[src/rtl/instr_encoder.sv]
// Instruction encoder: maps op-index requests to 32-bit instruction words and
// buffers them in a DEPTH-entry FIFO drained over a valid/ready port.
module instr_encoder #(
  parameter int DEPTH = 4,
  parameter int ERR_W = 8
) (
  input  logic                       clk,
  input  logic                       rst_n,
  input  logic                       in_valid,
  output logic                       in_ready,
  input  logic [3:0]                 in_op,
  input  logic [4:0]                 in_rs,
  input  logic [4:0]                 in_rt,
  input  logic [4:0]                 in_rd,
  input  logic [4:0]                 in_shamt,
  input  logic [15:0]                in_imm,
  output logic                       out_valid,
  input  logic                       out_ready,
  output logic [31:0]                out_instr,
  output logic [$clog2(DEPTH):0]     level,
  output logic                       err_pulse,
  output logic [ERR_W-1:0]           err_cnt
);

  localparam int PTR_W = $clog2(DEPTH);
  localparam int LVL_W = PTR_W + 1;
  localparam logic [LVL_W-1:0] FULL_LVL = LVL_W'(DEPTH);

  typedef enum logic [3:0] {
    OP_ADD  = 4'd0,
    OP_SUB  = 4'd1,
    OP_INC  = 4'd2,
    OP_DEC  = 4'd3,
    OP_AND  = 4'd4,
    OP_OR   = 4'd5,
    OP_XOR  = 4'd6,
    OP_NOT  = 4'd7,
    OP_SLL  = 4'd8,
    OP_SRL  = 4'd9,
    OP_ADDI = 4'd10,
    OP_SUBI = 4'd11,
    OP_LW   = 4'd12,
    OP_SW   = 4'd13
  } op_e;

  logic [31:0]      mem [DEPTH];
  logic [PTR_W-1:0] wr_ptr;
  logic [PTR_W-1:0] rd_ptr;
  logic [5:0]       opc;
  logic             legal;
  logic             r_type;
  logic             use_shamt;
  logic [31:0]      encoded;
  logic             accept;
  logic             push;
  logic             pop;

  // Opcode map shared with the decoder; anything outside it is an illegal request.
  always_comb begin
    opc       = 6'b000000;
    legal     = 1'b1;
    r_type    = 1'b1;
    use_shamt = 1'b0;
    case (in_op)
      OP_ADD:  opc = 6'b000001;
      OP_SUB:  opc = 6'b000010;
      OP_INC:  opc = 6'b000011;
      OP_DEC:  opc = 6'b000100;
      OP_AND:  opc = 6'b000101;
      OP_OR:   opc = 6'b000110;
      OP_XOR:  opc = 6'b000111;
      OP_NOT:  opc = 6'b001000;
      OP_SLL: begin
        opc       = 6'b001001;
        use_shamt = 1'b1;
      end
      OP_SRL: begin
        opc       = 6'b001010;
        use_shamt = 1'b1;
      end
      OP_ADDI: begin
        opc    = 6'b001011;
        r_type = 1'b0;
      end
      OP_SUBI: begin
        opc    = 6'b001100;
        r_type = 1'b0;
      end
      OP_LW: begin
        opc    = 6'b100010;
        r_type = 1'b0;
      end
      OP_SW: begin
        opc    = 6'b100100;
        r_type = 1'b0;
      end
      default: begin
        legal  = 1'b0;
        r_type = 1'b0;
      end
    endcase
  end

  always_comb begin
    encoded = 32'h0;
    if (r_type)
      encoded = {opc, in_rs, in_rt, in_rd, (use_shamt ? in_shamt : 5'd0), 6'b000000};
    else
      encoded = {opc, in_rs, in_rt, in_imm};
  end

  assign in_ready  = (level != FULL_LVL);
  assign out_valid = (level != '0);
  assign accept    = in_valid & in_ready;
  assign push      = accept & legal;
  assign pop       = out_valid & out_ready;
  assign out_instr = out_valid ? mem[rd_ptr] : 32'h0;

  // Storage needs no reset: the head is masked to zero whenever the FIFO is empty.
  always_ff @(posedge clk) begin
    if (push)
      mem[wr_ptr] <= encoded;
  end

  always_ff @(posedge clk or negedge rst_n) begin
    if (!rst_n) begin
      wr_ptr <= '0;
      rd_ptr <= '0;
      level  <= '0;
    end else begin
      if (push)
        wr_ptr <= wr_ptr + PTR_W'(1);
      if (pop)
        rd_ptr <= rd_ptr + PTR_W'(1);
      case ({push, pop})
        2'b10:   level <= level + LVL_W'(1);
        2'b01:   level <= level - LVL_W'(1);
        default: level <= level;
      endcase
    end
  end

  // Illegal requests still complete the handshake; they only bump the saturating counter.
  always_ff @(posedge clk or negedge rst_n) begin
    if (!rst_n) begin
      err_pulse <= 1'b0;
      err_cnt   <= '0;
    end else begin
      err_pulse <= accept & ~legal;
      if (accept && !legal && !(&err_cnt))
        err_cnt <= err_cnt + ERR_W'(1);
    end
  end

endmodule

[config.mk]
export PLATFORM = sky130hd
export DESIGN_NAME = instr_encoder
export DESIGN_NICKNAME = d
export VERILOG_FILES = /design/src/rtl/instr_encoder.sv
export SDC_FILE = /design/constraint.sdc
export NUM_CORES = 1
export LEC_CHECK = 0
export BUFFER_PORTS_ARGS = -buffer_cell sky130_fd_sc_hd__clkbuf_2
export CAP_MARGIN = 20
export CORE_MARGIN = 5
export CORE_UTILIZATION = 45
export DETAILED_ROUTE_END_ITERATION = 8
export PLACE_DENSITY = 0.66
export SETUP_SLACK_MARGIN = 0.3
export SYNTH_ARGS = -nofsm -noshare
export SYNTH_HDL_FRONTEND = slang
export SYNTH_SLANG_ARGS = --single-unit
[constraint.sdc]
create_clock -name clk -period 2.75 [get_ports clk]
set_input_delay 0.55 -clock clk [delete_from_list [all_inputs] [get_ports clk]]
set_output_delay 0.55 -clock clk [all_outputs]
set_load 0.01 [all_outputs]
==> impl_metrics.json, run 1 <==
{
  "worstRegToRegCells": 9,
  "synth_seq_area_share_pct": 70.84,
  "place_congestion": 0.7802,
  "finalHoldViolCount": 0,
  "report.final.slew_viol_count": 0,
  "top_level_ports": 90,
  "clkLatencyLatePin_ns": 0.41,
  "grt_max_degree": 33,
  "diodes": 0,
  "hold_class": "in2async",
  "crit_end": "out_instr[1]",
  "drt_iter0_drc": 288,
  "total_leakage_power_nw": 2.781,
  "critPathLaunch": "rd_ptr[0]$_DFFE_PN0P_",
  "layout_common_cells": "edfxtp_1, clkbuf_2, mux4_2, and2_1, nand2_1",
  "place_hpwl_mm": 7.209,
  "r2r_start": "level[0]$_DFFE_PN0P_",
  "firstDrtPassIters": 4,
  "powerDensity_mw_per_mm2": 1078,
  "die_w_um": 123.7,
  "ys_seq_elements": 140,
  "dieArea_mm2": 0.01531,
  "cpPeakStageDelay_ns": 0.52,
  "synthDistinctLibCells": 38,
  "r2r_slack_ns": 0.47,
  "stdcell_count": 621,
  "final_common_cell": "edfxtp_1",
  "seq_area_mm2": 0.004128,
  "fmax_mhz": 406.4,
  "die_h_um": 123.7,
  "finalPower_mw": 7.866,
  "status": "finished, final reports clean",
  "rsz0062_at_grt": "yes",
  "antenna_found_initial": 0,
  "clockBufferDepth": 2,
  "max_cap_violations": 0,
  "crit_slowest_cell": "dfrtp_4",
  "fin_worst_skew_ns": 0.008383,
  "setup_ws_ns": 0.2892,
  "critPathTopFamily": "flip-flops",
  "grt_usage_pct": 15.44,
  "vias_per_cell": 5.077,
  "finalSetupViolations": 0,
  "crit_cells": 4,
  "avgSynthCellArea_um2": 17.70,
  "yosys_warnings": 0,
  "rows": 41,
  "dp_cells": 585,
  "place_ws_ns": 0.3906,
  "clkTransAtPathRegs_ns": 0.06,
  "nNetsFinal": 487,
  "h-tree-depth": 4,
  "wl_per_cell_um": 17.82,
  "area.growth.synth_to_final_pct": 25.30,
  "tns_ns": 0,
  "post-route-drc-count": 0,
  "wl_mm": 11.07,
  "clock-sinks": 140,
  "slew_headroom_pct": 46.63,
  "start_util_pct": 45.95,
  "startpoint_type": "flip-flop",
  "period_needed_ns": 2.461,
  "numCtsBuffers": 17,
  "arrival_ns": 1.91,
  "path_buf_inv": 2,
  "grt_pass1_vias": 3311,
  "cts_tree": "done",
  "fin_crit_sh_pct": 89.48,
  "synth_area_mm2": 0.005822,
  "grt_pass1_wl_mm": 17.22,
  "ir_worst_vdd_v": 0.0005663,
  "route.vias.total": 3153,
  "path_cells": "buf_12 > mux4_2 > and2_4 > buf_6",
  "critical_path_class": "reg2out",
  "root_buffer": "clkbuf_16",
  "core_mm2": 0.01267,
  "r2r_end": "level[2]$_DFFE_PN0P_",
  "drtAntennaViolNets": 0,
  "multiInputGateArea_mm2": 0.001613,
  "grt_overflow": 0,
  "worst_slew_pin_slew_ns": 0.7976,
  "numPortBuffers": 88,
  "ctsHoldBuffers": 0,
  "crit_required_ns": 2.20,
  "syn_inst": 329,
  "synth_nets": 380,
  "critical_path.endpoint_type": "output port",
  "path_max_fanout": 8,
  "num-fill-cells": 1014,
  "drive_above_1_share_pct": 42.32
}
==> layout make-up <==
cell class	count	share of cell area, %
Clock buffer	23	7.290
Clock inverter	9	0.7376
Inverter	8	0.4117
Multi-Input combinational cell	165	22.11
Sequential cell	140	56.59
Tap cell	172	2.950
Timing Repair Buffer	104	9.914
==> registers in the layout, indices dropped and copies added (netlist names) <==
register and flops:
level 3, err_pulse 1, rd_ptr 2, mem 124, err_cnt 8, wr_ptr 2
==> kinds of logic (layout without fill, tap and decap cells) <==
family,count (synthesis),count (layout),share of synthesized area [%]
and+or+nand+nor,91,91,9.220
buffers and inverters,24,144,1.999
DFF,140,140,70.84
muxes,33,33,12.42
xor gates and xnor gates,14,14,2.106
AOI/OAI and AO/OA,19,19,1.719
other,1,1,0.06441
adders and majority gates,7,7,1.633
==> timing repair <==
action / in CTS / in global routing
cloned: 0 / 1
resized for setup: 1 / 35
hold endpoints to repair: 0 / 0
buffers inserted: 2 / 1
setup endpoints to repair: 31 / 32
==> worst register-to-register path, stage by stage, from the launching register on <==
cell	delay, ns
dfrtp_1	0.42
or3b_4	0.42
and3b_2	0.28
inv_1	0.07
ha_1	0.17
inv_1	0.06
fa_1	0.38
xor2_1	0.15
nor2_1	0.10
xor2_1	0.14
==> synthesized netlist by cell type, drive strengths merged <==
cell type | number | share of area (%)
edfxtp | 124 | 64
and2 | 42 | 4.5
mux4 | 31 | 12
nand2 | 26 | 1.7
dfrtp | 16 | 6.9
buf | 10 | 1.1
xor2 | 10 | 1.5
a21oi | 9 | 0.77
o21ai | 9 | 0.77
inv | 7 | 0.45
clkbuf | 6 | 0.39
ha | 6 | 1.3
nor2 | 5 | 0.37
nand3 | 4 | 0.56
xnor2 | 4 | 0.60
nor3 | 3 | 0.26
and4 | 2 | 0.34
nor4 | 2 | 0.58
and3 | 1 | 0.11
and3b | 1 | 0.15
clkinv | 1 | 0.064
conb | 1 | 0.064
fa | 1 | 0.34
mux2 | 1 | 0.26
mux2i | 1 | 0.17
nand3b | 1 | 0.13
nand4 | 1 | 0.11
nor3b | 1 | 0.13
o21ba | 1 | 0.17
or3 | 1 | 0.11
or3b | 1 | 0.19
==> through the flow <==
| stage | hold slack (ns) | area (um^2) | util (%) |
|---|---|---|---|
| floorplan | 0.2544 | 5822 | - |
| global placement | 0.4802 | 6563 | 51.79 |
| detailed placement | 0.4989 | 6563 | 51.79 |
| CTS | 0.06396 | 7166 | 56.55 |
| global route | 0.08398 | 7295 | 57.57 |
| finish | 0.06340 | 7295 | 57.57 |
==> metal layers <==
metal,track usage (%),part of all wire [%]
met1,19.27,43
met3,5.041,5.5
met5,0,0
met4,5.260,1.3
met2,25.48,50
==> how the worst min path moves through the flow <==
| stage | endpoint |
|---|---|
| after floorplan | err_cnt[0]$_DFFE_PN0P_ |
| after global placement | err_cnt[5]$_DFFE_PN0P_ |
| after detailed placement | err_cnt[6]$_DFFE_PN0P_ |
| after CTS | level[2]$_DFFE_PN0P_ |
| after global routing | err_cnt[5]$_DFFE_PN0P_ |
| final | err_cnt[5]$_DFFE_PN0P_ |
==> power breakdown <==
| group | internal [mW] | switching, mW | total, mW | leakage (nW) |
|---|---|---|---|---|
| sequential | 2.77 | 0.191 | 2.96 | 1.35 |
| combinational | 1.47 | 1.26 | 2.73 | 1.14 |
| clock | 1.36 | 0.818 | 2.17 | 0.295 |
No activity file was read; power rests on OpenSTA's default activity.
==> inputs of run 2 (changes only) <==
--- a/config.mk
+++ b/config.mk
@@ -11,6 +11,7 @@
 export CORE_UTILIZATION = 45
 export DETAILED_ROUTE_END_ITERATION = 8
 export PLACE_DENSITY = 0.66
+export RECOVER_POWER = 25
 export SETUP_SLACK_MARGIN = 0.3
 export SYNTH_ARGS = -nofsm -noshare
 export SYNTH_HDL_FRONTEND = slang
==> run 2 against run 1 <==
Global-route usage stayed put. Cell count stayed put. Sequential share of layout area is 0.25 points higher. Non-clock buffer count stayed put. Via count is 0.63% higher. Register-to-register slack better by 0.02 ns. Critical endpoint unchanged. Largest cell class unchanged.
==> impl_metrics.json, run 2 (synthesis gave the netlist of run 1 again) <==
{
  "worst_hold_slack_ns": 0.2473,
  "start_util_pct": 45.95,
  "h-tree-depth": 4,
  "setup_ws_ns": 0.2878,
  "top_register": "mem",
  "report.final.slew_viol_count": 0,
  "top_regs": "mem: 124 flops, err_cnt: 8 flops, level: 3 flops",
  "p_comb_share_pct": 34.6,
  "clockPowerShare_pct": 27.7,
  "diodes": 0,
  "crit_slowest_cell": "dfrtp_4",
  "fmax_mhz": 406.1,
  "switchingPower_mw": 2.262,
  "cts_tree": "done",
  "nNetsFinal": 487,
  "critical_path.endpoint_type": "output port",
  "period_needed_ns": 2.462,
  "worst_slew_pin_slew_ns": 0.9091,
  "drive_above_1_share_pct": 39.20,
  "path_cells": "buf_12 > mux4_2 > and2_4 > buf_6",
  "numCtsBuffers": 17,
  "met2_usage_pct": 25.48,
  "startpoint_type": "flip-flop",
  "arrival_ns": 1.91,
  "dp_cells": 585,
  "swShare_pct": 28.82,
  "final_common_cell": "edfxtp_1",
  "finalPower_mw": 7.850,
  "path_buf_inv": 2,
  "drt_iter0_drc": 292,
  "route.vias.total": 3173,
  "tns_ns": 0,
  "grt_pass1_vias": 3311,
  "hold_class": "in2async",
  "powerDensity_mw_per_mm2": 1081,
  "post-route-drc-count": 0,
  "worstRegToRegCells": 9,
  "layout_common_cells": "edfxtp_1, clkbuf_2, mux4_2, and2_1, nand2_1",
  "rows": 41,
  "num-fill-cells": 1024,
  "area.growth.synth_to_final_pct": 24.74,
  "die_w_um": 123.7,
  "r2r_start": "level[0]$_DFFE_PN0P_",
  "largest_reg_flops": 124,
  "cpPeakStageDelay_ns": 0.52,
  "place_congestion": 0.7802,
  "grt_pass1_wl_mm": 17.22,
  "p_int_mw": 5.588,
  "crit_required_ns": 2.20,
  "grt_use_met3_pct": 5.041,
  "fin_worst_skew_ns": 0.008709,
  "path_max_fanout": 8,
  "finalSetupViolations": 0,
  "grt_overflow": 0,
  "clockBufferDepth": 2,
  "grt_max_degree": 33,
  "clkLatencyLatePin_ns": 0.41,
  "r2r_end": "level[2]$_DFFE_PN0P_",
  "rsz0062_at_grt": "yes",
  "vias_per_cell": 5.110,
  "firstDrtPassIters": 4,
  "ir_worst_vdd_v": 0.0005282,
  "clock-sinks": 140,
  "top_level_ports": 90,
  "wl_mm": 11.04,
  "drtAntennaViolNets": 0,
  "total_leakage_power_nw": 2.742,
  "clkTransAtPathRegs_ns": 0.06,
  "dpl_cell_area_mm2": 0.006563,
  "antenna_found_initial": 0,
  "place_hpwl_mm": 7.209,
  "dieArea_mm2": 0.01531,
  "grt_usage_pct": 15.44,
  "status": "finished, final reports clean",
  "utilization_pct": 57.31,
  "wl_per_cell_um": 17.78,
  "max_cap_violations": 0,
  "fin_crit_sh_pct": 89.54,
  "root_buffer": "clkbuf_16",
  "die_h_um": 123.7,
  "finalHoldViolCount": 0,
  "stdcell_count": 621,
  "busiest_layer": "met2",
  "grt_use_met1_pct": 19.27,
  "fin_area_mm2": 0.007262,
  "critical_path_class": "reg2out",
  "critPathTopFamily": "flip-flops",
  "numPortBuffers": 88,
  "r2r_slack_ns": 0.49,
  "pwr-share-seq_pct": 37.7,
  "place_ws_ns": 0.3906,
  "slew_headroom_pct": 39.39,
  "core_mm2": 0.01267
}
## run 2: changes by cell type in the layout (fill, tap and decap cells not counted), sizes merged
cell    before  now
clkbuf     102  103
buf         25   24
## run 2: cell type report
cell class	instances	area [um^2]	share of cell area (%)
inverters	8	30.03	0.4135
flip-flops and latches	140	4128	56.84
well taps	172	215.2	2.963
repair buffers	104	705.7	9.717
multi-input cells	165	1598	22.00
clock inverters	9	53.80	0.7409
clock buffers	23	531.8	7.323
## run 2: routing by layer
layer,share of wire (%),vias up,routed length [um]
li1,-,1464,-
met1,43,1598,4743
met5,0,-,0
met2,50,99,5515
met3,5.8,12,640
met4,1.3,0,144
## run 2: what timing repair did
item,CTS,global route
cloned,0,1
setup endpoints to repair,31,32
hold buffers,0,0
pin swaps,0,0
setup buffers,2,1
resized for setup,1,35
## run 2: power by group through the flow
stage | clock, mW | sequential (mW) | combinational, mW
2_1_floorplan | 0 | 2.94 | 1.58
3_3_place_gp | 0 | 3.00 | 2.41
3_5_place_dp | 0 | 3.02 | 2.43
4_1_cts | 2.22 | 2.95 | 2.50
5_1_grt | 2.32 | 3.00 | 2.97
6_report | 2.17 | 2.96 | 2.72
## run 2: worst max-delay path by stage
stage,from,to,slack [ns],cells after the start
detailed placement,in_op[3],level[2]$_DFFE_PN0P_,0.39,10
global route,rd_ptr[0]$_DFFE_PN0P_,out_instr[29],0.21,4
floorplan,in_op[3],mem[0][0]$_DFFE_PP_,0.47,4
finish,rd_ptr[0]$_DFFE_PN0P_,out_instr[1],0.29,4
CTS,rd_ptr[0]$_DFFE_PN0P_,out_instr[0],0.25,4
global placement,in_op[3],level[2]$_DFFE_PN0P_,0.45,10
==> inputs of run 3 (changes only) <==
--- a/config.mk
+++ b/config.mk
@@ -13,6 +13,7 @@
 export PLACE_DENSITY = 0.66
 export RECOVER_POWER = 25
 export SETUP_SLACK_MARGIN = 0.3
+export SLEW_MARGIN = 10
 export SYNTH_ARGS = -nofsm -noshare
 export SYNTH_HDL_FRONTEND = slang
 export SYNTH_SLANG_ARGS = --single-unit
==> constraint.sdc (replaced) <==
create_clock -name clk -period 2.75 [get_ports clk]
set_input_delay 0.4125 -clock clk [delete_from_list [all_inputs] [get_ports clk]]
set_output_delay 0.4125 -clock clk [all_outputs]
set_load 0.01 [all_outputs]
==> run 3 against run 2 <==
Sequential share of layout area up 0.60 points. Non-clock buffer count decreased by 2. Combinational power fell by 10%. Sequential cell count stayed put. Critical path type unchanged. Maximum frequency is 3.9% higher. Critical path depth is the same. Setup slack gained 0.092 ns. Global-route usage increased by 0.69 points. Sequential power about the same. Clock skew grew 0.0072 ns. Largest power group unchanged.
==> impl_metrics.json, run 3 (synthesis gave the netlist of run 1 again) <==
{
  "h-tree-depth": 4,
  "largest_reg_flops": 124,
  "die_h_um": 123.7,
  "worst_slew_pin_slew_ns": 0.9922,
  "startpoint_type": "flip-flop",
  "r2r_start": "level[0]$_DFFE_PN0P_",
  "diodes": 0,
  "report.final.slew_viol_count": 0,
  "finalSetupViolations": 0,
  "clock-sinks": 140,
  "die_w_um": 123.7,
  "clkTransAtPathRegs_ns": 0.06,
  "final_common_cell": "edfxtp_1",
  "clkLatencyLatePin_ns": 0.42,
  "path_max_fanout": 7,
  "grt_pass1_vias": 3416,
  "rows": 41,
  "firstDrtPassIters": 4,
  "period_needed_ns": 2.370,
  "antenna_found_initial": 0,
  "wl_per_cell_um": 18.26,
  "fmax_mhz": 421.9,
  "critPathLaunch": "rd_ptr[0]$_DFFE_PN0P_",
  "drive_above_1_share_pct": 36.24,
  "fin_crit_sh_pct": 86.18,
  "critical_path_class": "reg2out",
  "top_regs": "mem: 124 flops, err_cnt: 8 flops, level: 3 flops",
  "arrival_ns": 1.96,
  "ir_worst_vdd_v": 0.0006562,
  "tns_ns": 0,
  "rsz0062_at_grt": "no",
  "route.vias.total": 3147,
  "critical_path.endpoint_type": "output port",
  "hp-start": "in_rt[3]",
  "root_buffer": "clkbuf_16",
  "fin_area_mm2": 0.007188,
  "numCtsBuffers": 17,
  "area.growth.synth_to_final_pct": 23.47,
  "grt_max_degree": 33,
  "place_hpwl_mm": 7.332,
  "finalPower_mw": 7.795,
  "core_mm2": 0.01267,
  "layout_common_cells": "edfxtp_1, clkbuf_2, and2_1, mux4_2, nand2_1",
  "status": "finished, final reports clean",
  "top_level_ports": 90,
  "hold_class": "in2reg",
  "nNetsFinal": 485,
  "dpl_cell_area_mm2": 0.006563,
  "crit_required_ns": 2.34,
  "grt_overflow": 0,
  "dieArea_mm2": 0.01531,
  "top_register": "mem",
  "numPortBuffers": 88,
  "grt_usage_pct": 16.14,
  "vias_per_cell": 5.084,
  "finalHoldViolCount": 0,
  "max_cap_violations": 0,
  "slew_headroom_pct": 33.85,
  "wl_mm": 11.30,
  "cts_tree": "done",
  "powerDensity_mw_per_mm2": 1084,
  "drtAntennaViolNets": 0,
  "drt_iter0_drc": 227,
  "place_congestion": 0.7856,
  "post-route-drc-count": 0,
  "fin_worst_skew_ns": 0.01593,
  "grt_pass1_wl_mm": 17.88,
  "clockBufferDepth": 2,
  "total_leakage_power_nw": 2.691,
  "start_util_pct": 45.95
}
[run 3: metal layers]
layer  up-vias  share of wire, %  track usage [%]
li1       1466                 -                -
met1      1578                42            19.61
met2        92                51            26.80
met3        11               6.4            6.176
met4         0              0.84            4.913
met5         -                 0                0
[run 3: report_power, final]
part	internal (mW)	switching (mW)	leakage (nW)	total, mW
clock	1.59	0.813	0.302	2.41
sequential	2.77	0.185	1.35	2.95
combinational	1.20	1.23	1.04	2.44
total	5.57	2.23	2.69	7.80
[run 3: stage by stage]
| step | setup WS, ns | hold slack [ns] | util [%] | cells |
|---|---|---|---|---|
| final | 0.3800 | 0.2584 | 56.73 | 619 |
| after global routing | 0.3014 | 0.2639 | 56.73 | 619 |
| after detailed placement | 0.4115 | 0.3781 | 51.79 | 585 |
| after floorplan | 0.4758 | 0.1169 | - | 329 |
| after CTS | 0.3176 | 0.2008 | 56.92 | 619 |
| after global placement | 0.5150 | 0.3660 | 51.79 | 585 |
[run 3: final timing paths]
check,to,slack [ns],depth (start not counted)
hold reg to reg,err_cnt[5]$_DFFE_PN0P_,0.49,1
hold / removal,mem[0][19]$_DFFE_PP_,0.26,1
min in group asynchronous,err_cnt[5]$_DFFE_PN0P_,0.68,2
setup / recovery,out_instr[28],0.38,4
setup reg to reg,level[2]$_DFFE_PN0P_,0.45,9
max in group asynchronous,rd_ptr[0]$_DFFE_PN0P_,1.36,2
[run 3: area by class of cell]
cell class / count / area, um^2
Sequential cell: 140 / 4129
Timing Repair Buffer: 102 / 609.3
Inverter: 8 / 30.03
Clock inverter: 14 / 200.2
Multi-Input combinational cell: 165 / 1575
Tap cell: 172 / 215.2
Fill cell: 1038 / 5483
Clock buffer: 18 / 429.2
[run 3: repair_timing]
item | in CTS | in global routing
setup buffers | 1 | 0
hold buffers | 1 | 0
setup endpoints to repair | 21 | 8
hold endpoints to repair | 16 | 0
resized for setup | 1 | 3
[run 3: worst max-delay path, stage by stage, from the launching register on]
cell,delay (ns)
dfrtp_4,0.46
buf_4,0.22
mux4_2,0.51
and2_1,0.19
clkbuf_2,0.15
